File: src/rtl/cp0_exception_unit.sv
// Coprocessor-0 exception controller: takes prioritized exceptions, keeps Status/Cause/EPC,
// and pulses flush/redirect on exception entry and on eret return.
module cp0_exception_unit #(
  parameter int                WIDTH        = 32,
  parameter logic [WIDTH-1:0]  HANDLER_ADDR = 32'h8000_0180
) (
  input  logic             clk,
  input  logic             rst,
  input  logic             exc_req,
  input  logic [2:0]       int_cause,
  input  logic [WIDTH-1:0] pc_D,
  input  logic [WIDTH-1:0] pc_E,
  input  logic             eret_D,
  input  logic [4:0]       cp0_addr,
  input  logic             cp0_we,
  input  logic [WIDTH-1:0] cp0_wdata,
  output logic [WIDTH-1:0] cp0_rdata,
  output logic             flush,
  output logic             redirect,
  output logic [WIDTH-1:0] redirect_pc,
  output logic             in_handler
);

  localparam logic [1:0] ST_IDLE    = 2'd0;
  localparam logic [1:0] ST_TAKE    = 2'd1;
  localparam logic [1:0] ST_HANDLER = 2'd2;
  localparam logic [1:0] ST_RET     = 2'd3;

  localparam logic [4:0] REG_STATUS = 5'd12;
  localparam logic [4:0] REG_CAUSE  = 5'd13;
  localparam logic [4:0] REG_EPC    = 5'd14;

  function automatic logic [4:0] map_exc_code(input logic [2:0] cause);
    logic [4:0] code;
    case (cause)
      3'd0:    code = 5'd0;
      3'd1:    code = 5'd8;
      3'd2:    code = 5'd9;
      3'd3:    code = 5'd10;
      3'd4:    code = 5'd12;
      default: code = 5'd0;
    endcase
    return code;
  endfunction

  logic [1:0]       state_q, state_d;
  logic [1:0]       status_q, status_d;      // bit0 IE, bit1 EXL
  logic [4:0]       exc_code_q, exc_code_d;
  logic [WIDTH-1:0] epc_q, epc_d;
  logic             flush_q, flush_d;
  logic             redirect_q, redirect_d;
  logic [WIDTH-1:0] redirect_pc_q, redirect_pc_d;

  logic accept_s;
  logic eret_take_s;
  logic wr_status_s;
  logic wr_epc_s;

  // Accept/eret decisions and register write strobes
  always_comb begin
    accept_s    = (state_q == ST_IDLE) && exc_req && !status_q[1] &&
                  (int_cause <= 3'd4) && ((int_cause != 3'd0) || status_q[0]);
    eret_take_s = (state_q == ST_HANDLER) && eret_D;
    wr_status_s = cp0_we && (cp0_addr == REG_STATUS);
    wr_epc_s    = cp0_we && (cp0_addr == REG_EPC);
  end

  // Next-state for CP0 registers; accept wins over mtc0 for EXL/EPC, IE from mtc0 still lands
  always_comb begin
    status_d = status_q;
    if (wr_status_s) begin
      status_d = cp0_wdata[1:0];
    end else begin
      status_d = status_q;
    end
    if (accept_s) begin
      status_d[1] = 1'b1;
    end else if (state_q == ST_RET) begin
      status_d[1] = 1'b0;
    end else begin
      status_d[1] = status_d[1];
    end

    if (accept_s) begin
      epc_d      = (int_cause == 3'd4) ? pc_E : pc_D;
      exc_code_d = map_exc_code(int_cause);
    end else if (wr_epc_s) begin
      epc_d      = cp0_wdata;
      exc_code_d = exc_code_q;
    end else begin
      epc_d      = epc_q;
      exc_code_d = exc_code_q;
    end
  end

  // FSM sequencing and registered redirect outputs
  always_comb begin
    state_d = state_q;
    case (state_q)
      ST_IDLE: begin
        if (accept_s) begin
          state_d = ST_TAKE;
        end else begin
          state_d = ST_IDLE;
        end
      end
      ST_TAKE:    state_d = ST_HANDLER;
      ST_HANDLER: begin
        if (eret_D) begin
          state_d = ST_RET;
        end else begin
          state_d = ST_HANDLER;
        end
      end
      ST_RET:     state_d = ST_IDLE;
      default:    state_d = ST_IDLE;
    endcase

    flush_d    = accept_s || eret_take_s;
    redirect_d = accept_s || eret_take_s;
    // eret uses epc_d so a same-cycle mtc0 to EPC is honoured
    if (accept_s) begin
      redirect_pc_d = HANDLER_ADDR;
    end else if (eret_take_s) begin
      redirect_pc_d = epc_d;
    end else begin
      redirect_pc_d = {WIDTH{1'b0}};
    end
  end

  // mfc0 read mux reflects pre-edge register contents
  always_comb begin
    case (cp0_addr)
      REG_STATUS: cp0_rdata = {{(WIDTH-2){1'b0}}, status_q};
      REG_CAUSE:  cp0_rdata = {{(WIDTH-7){1'b0}}, exc_code_q, 2'b00};
      REG_EPC:    cp0_rdata = epc_q;
      default:    cp0_rdata = {WIDTH{1'b0}};
    endcase
  end

  // State registers with synchronous reset
  always_ff @(posedge clk) begin
    if (rst) begin
      state_q       <= ST_IDLE;
      status_q      <= 2'b00;
      exc_code_q    <= 5'd0;
      epc_q         <= {WIDTH{1'b0}};
      flush_q       <= 1'b0;
      redirect_q    <= 1'b0;
      redirect_pc_q <= {WIDTH{1'b0}};
    end else begin
      state_q       <= state_d;
      status_q      <= status_d;
      exc_code_q    <= exc_code_d;
      epc_q         <= epc_d;
      flush_q       <= flush_d;
      redirect_q    <= redirect_d;
      redirect_pc_q <= redirect_pc_d;
    end
  end

  assign flush       = flush_q;
  assign redirect    = redirect_q;
  assign redirect_pc = redirect_pc_q;
  assign in_handler  = status_q[1];

endmodule

File: config.mk
export PLATFORM = sky130hd
export DESIGN_NAME = cp0_exception_unit
export DESIGN_NICKNAME = d
export VERILOG_FILES = /design/src/rtl/cp0_exception_unit.sv
export SDC_FILE = /design/constraint.sdc
export NUM_CORES = 1
export LEC_CHECK = 0
export CELL_PAD_IN_SITES_DETAIL_PLACEMENT = 0
export CELL_PAD_IN_SITES_GLOBAL_PLACEMENT = 1
export CORE_ASPECT_RATIO = 1.1
export CORE_MARGIN = 5
export CORE_UTILIZATION = 32
export DETAILED_ROUTE_END_ITERATION = 6
export GPL_TIMING_DRIVEN = 0
export PLACE_DENSITY = 0.86
export SLEW_MARGIN = 20
export SYNTH_ARGS = -nofsm -noshare
export SYNTH_HDL_FRONTEND = slang
export SYNTH_SLANG_ARGS = --single-unit
File: constraint.sdc
create_clock -name clk -period 4.4 [get_ports clk]
set_clock_uncertainty 0.05 [all_clocks]
set_input_delay 1.1 -clock clk [delete_from_list [all_inputs] [get_ports clk]]
set_output_delay 1.1 -clock clk [all_outputs]
set_load 0.01 [all_outputs]
==> summary.md <==
| Metric | Value |
|---|---|
| Async SR Flop Fraction | `0` |
| PD cells | `343.6 nW/µm²` |
| Hold Fails Final Rpt | `0` |
| Die Ht | `119.8 µm` |
| Setup-failing EPs final | `0` |
| Total gr overflow | `0` |
| Clock buffer depth | `2` |
| Via density | `4.880` |
| DRC | `0` |
| I/O Buffers | `175` |
| Sequential share of the synthesized area | `0.4165` |
| I/O pin cnt | `176` |
| RSZ-0062 raised after global routing | `no` |
| Area Growth Syn to Fin | `66.69%` |
| Critical Path Source | `cp0_addr[4]` |
| Critical path fanouts, max | `12` |
| Iteration-0 DRC Markers | `95` |
| Worst-Margin Slew | `0.7861 ns` |
| CTS tree | `done` |
| Worst R2R Setup Slack | `2.48 ns` |
| Worst EP arrival | `3.11 ns` |
| Buffer and inverter count on the worst path | `3` |
| Status | `completed` |
| Post-route clock period utilization | `0.9690` |
| TritonCTS Buffers | `9` |
| Post-synth top area cell | `dfxtp_1` |
| Post-DP HPWL | `9.440 mm` |
| CP endpoint | `cp0_rdata[2]` |
| CTS H-tree depth | `3` |
| Largest net degree at the start of global routing | `13` |
| CP Class | `input pin to output pin` |
| Die width | `109.8 µm` |
| Synth top area cells | `dfxtp_1, a211oi_2, mux2i_1` |
| Worst R2R Path Depth | `6` |
| Cell family with most CP delay | `buffers and inverters` |
| Post-Route Utilization | `0.5410` |
| Root buffer cell | `clkbuf_16` |
| Vias in the first global route | `3486` |
| Die ar. | `13160 µm²` |
| Post-CTS setup buffer count | `0` |
| Post-Synthesis Cells | `344` |
| Final Max Slew Viols | `0` |
| Netlist cell types | `37` |
| Most frequent cell after synthesis | `dfxtp_1` |
| Drt first pass iters | `4` |
| Pwr Total | `2.009 mW` |
| Synth Flop Type | `dfxtp_1` |
| P_leak | `2.103 nW` |
| Number of flops mapped to enable cells by yosys | `0` |
| Critical Path End Type | `output pin` |
| Syn Nets | `456` |
| Sinks on the clock net | `73` |
| Top cells by count, synth | `dfxtp_1, a211oi_2, nor2b_1, mux2i_1, nor2_1` |
| Routed vias | `3323` |
| Max-Cap Viols | `0` |
| Average size of a mapped cell | `10.20 µm²` |
| Global placement routability congestion | `0.7903` |
| Mapped Area | `3508 µm²` |
| Clk Latency, worst-skew pair | `0.33 ns` |
| Critical path depth in cells | `6` |
| ANT cells | `0` |
| CP most frequent cell | `clkdlybuf4s50_1` |
| Initial antenna violation count | `0` |
| Initial core utilization | `0.3245` |
| Detail Route Antenna Nets | `0` |
| Global-route wire length before repair | `18.82 mm` |
| Share of cells above drive strength 1 | `0.1592` |
| Ys Warns | `0` |
| Hold Crit Depth | `2` |
| Max_slew headroom | `0.4759` |
| Crit-path cells | `clkdlybuf4s50_1 -> and4bb_4 -> and2_0 -> clkbuf_1 -> a22o_1 -> clkdlybuf4s50_1` |
| Min Tclk post-route | `4.264 ns` |
| Core area | `10810 µm²` |
| CP startpoint kind | `input pin` |
| Reg2reg start | `state_q[0]` |
| Crit path required time | `3.25 ns` |
| Critical R2R Capture | `exc_code_q[0]` |
| Hold WC Path Type | `flip-flop to flip-flop` |
| Largest stage delay, worst path | `0.55 ns` |
| Synth top area share | `0.4165` |
| Nets@finish | `641` |
| CTS clk-pin slew, worst paths | `0.06 ns` |
| Yosys reg bits | `73` |
| DRT Wirelength | `12.24 mm` |
| Total GRT Usage | `0.1877` |
| CP max stage cell | `clkdlybuf4s50_1` |
| Peak Freq | `0.2345 GHz` |
| Worst vdd ir | `0.1414 mV` |
| Row Count | `40` |
| Wire per inst | `17.97 µm` |
worst min path at each step:
| stage | startpoint | end | slack [ns] |
|---|---|---|---|
| after floorplan | exc_code_q[0] | exc_code_q[0] | 0.38 |
| after global placement | exc_code_q[0] | exc_code_q[0] | 0.39 |
| after detailed placement | exc_code_q[0] | exc_code_q[0] | 0.40 |
| after CTS | exc_code_q[0] | exc_code_q[0] | 0.40 |
| after global routing | exc_code_q[0] | exc_code_q[0] | 0.44 |
| final | exc_code_q[3] | exc_code_q[3] | 0.40 |
where the power goes:
group	leakage [nW]	internal [mW]	total [mW]	switching [mW]
clock	0.190	0.685	0.967	0.282
sequential	0.595	0.701	0.720	0.0189
combinational	1.32	0.179	0.322	0.143
total	2.10	1.56	2.01	0.444
flip-flops by register name (all words and copies together), names as in the netlist:
register	flops
epc_q	32
redirect_pc	32
exc_code_q	4
state_q	2
status_q	2
redirect	1
layer usage:
| layer | global-route usage | routed length (µm) | up-vias |
|---|---|---|---|
| met3 | 0.04734 | 852 | 14 |
| met1 | 0.2236 | 5072 | 1583 |
| met5 | 0 | 0 | - |
| met4 | 0.05846 | 251 | 0 |
| met2 | 0.3255 | 6063 | 108 |
| li1 | - | - | 1618 |
cell type report:
cell class | instances | area (µm²)
clock inverters | 5 | 150.1
multi-input cells | 234 | 1833
inverters | 2 | 7.507
flip-flops and latches | 73 | 1461
fillers | 992 | 4962
repair buffers | 175 | 1752
plain buffers | 34 | 217.7
clock buffers | 11 | 242.7
well taps | 147 | 183.9
kinds of logic (layout without fill, tap and decap cells):
logic type / count (synthesis) / in the layout / share of synthesized area
DFF: 73 / 73 / 0.4165
AOI/OAI and AO/OA: 83 / 83 / 0.2297
and+or+nand+nor: 116 / 116 / 0.1879
buffers and inverters: 37 / 227 / 0.06384
muxes: 32 / 32 / 0.09130
adders and majority gates: 3 / 3 / 0.01070
through the flow:
step	setup slack, ns	area [µm²]	instances	setup TNS [ns]	hold WS [ns]
4_1_cts	0.04080	5838	681	0	0.4020
2_1_floorplan	1.208	3508	344	0	0.3815
5_1_grt	0.02250	5848	681	0	0.4400
6_report	0.1362	5848	681	0	0.4006
3_5_place_dp	-0.3001	5444	666	-5.036	0.3969
3_3_place_gp	-0.2749	5444	666	-4.573	0.3916
worst reg2reg max path, cell delays in order, from the launching register on:
cell     delay [ns]
dfxtp_1        0.31
inv_1          0.08
ha_1           0.18
and3b_1        0.24
nand3_2        0.17
or4b_2         0.67
a21oi_1        0.15
cell usage in the layout, fill, tap and decap left out, drive strengths merged, types with 2 or more instances in the layout:
| cell | synthesis | routed |
|---|---|---|
| nor4b | 2 | 2 |
| a21oi | 6 | 6 |
| o22ai | 3 | 3 |
| nor3b | 2 | 2 |
| nor2b | 34 | 34 |
| buf | 22 | 22 |
| dfxtp | 73 | 73 |
| clkbuf | 13 | 23 |
| and2 | 2 | 2 |
| nor2 | 31 | 31 |
| and3 | 27 | 27 |
| mux2i | 32 | 32 |
| inv | 2 | 2 |
| nand2 | 6 | 6 |
| a22o | 6 | 6 |
| or2 | 2 | 2 |
| bufinv | 0 | 5 |
| nand3 | 3 | 3 |
| clkdlybuf4s50 | 0 | 175 |
| a211oi | 64 | 64 |
| ha | 3 | 3 |
repair_timing:
action                                  in CTS  in global routing
endpoints found under the hold margin        0                  0
endpoints found under the setup margin      26                  6
hold buffers                                 0                  0
gates resized for setup                      4                  2
Power figures use the tool's default switching activity.
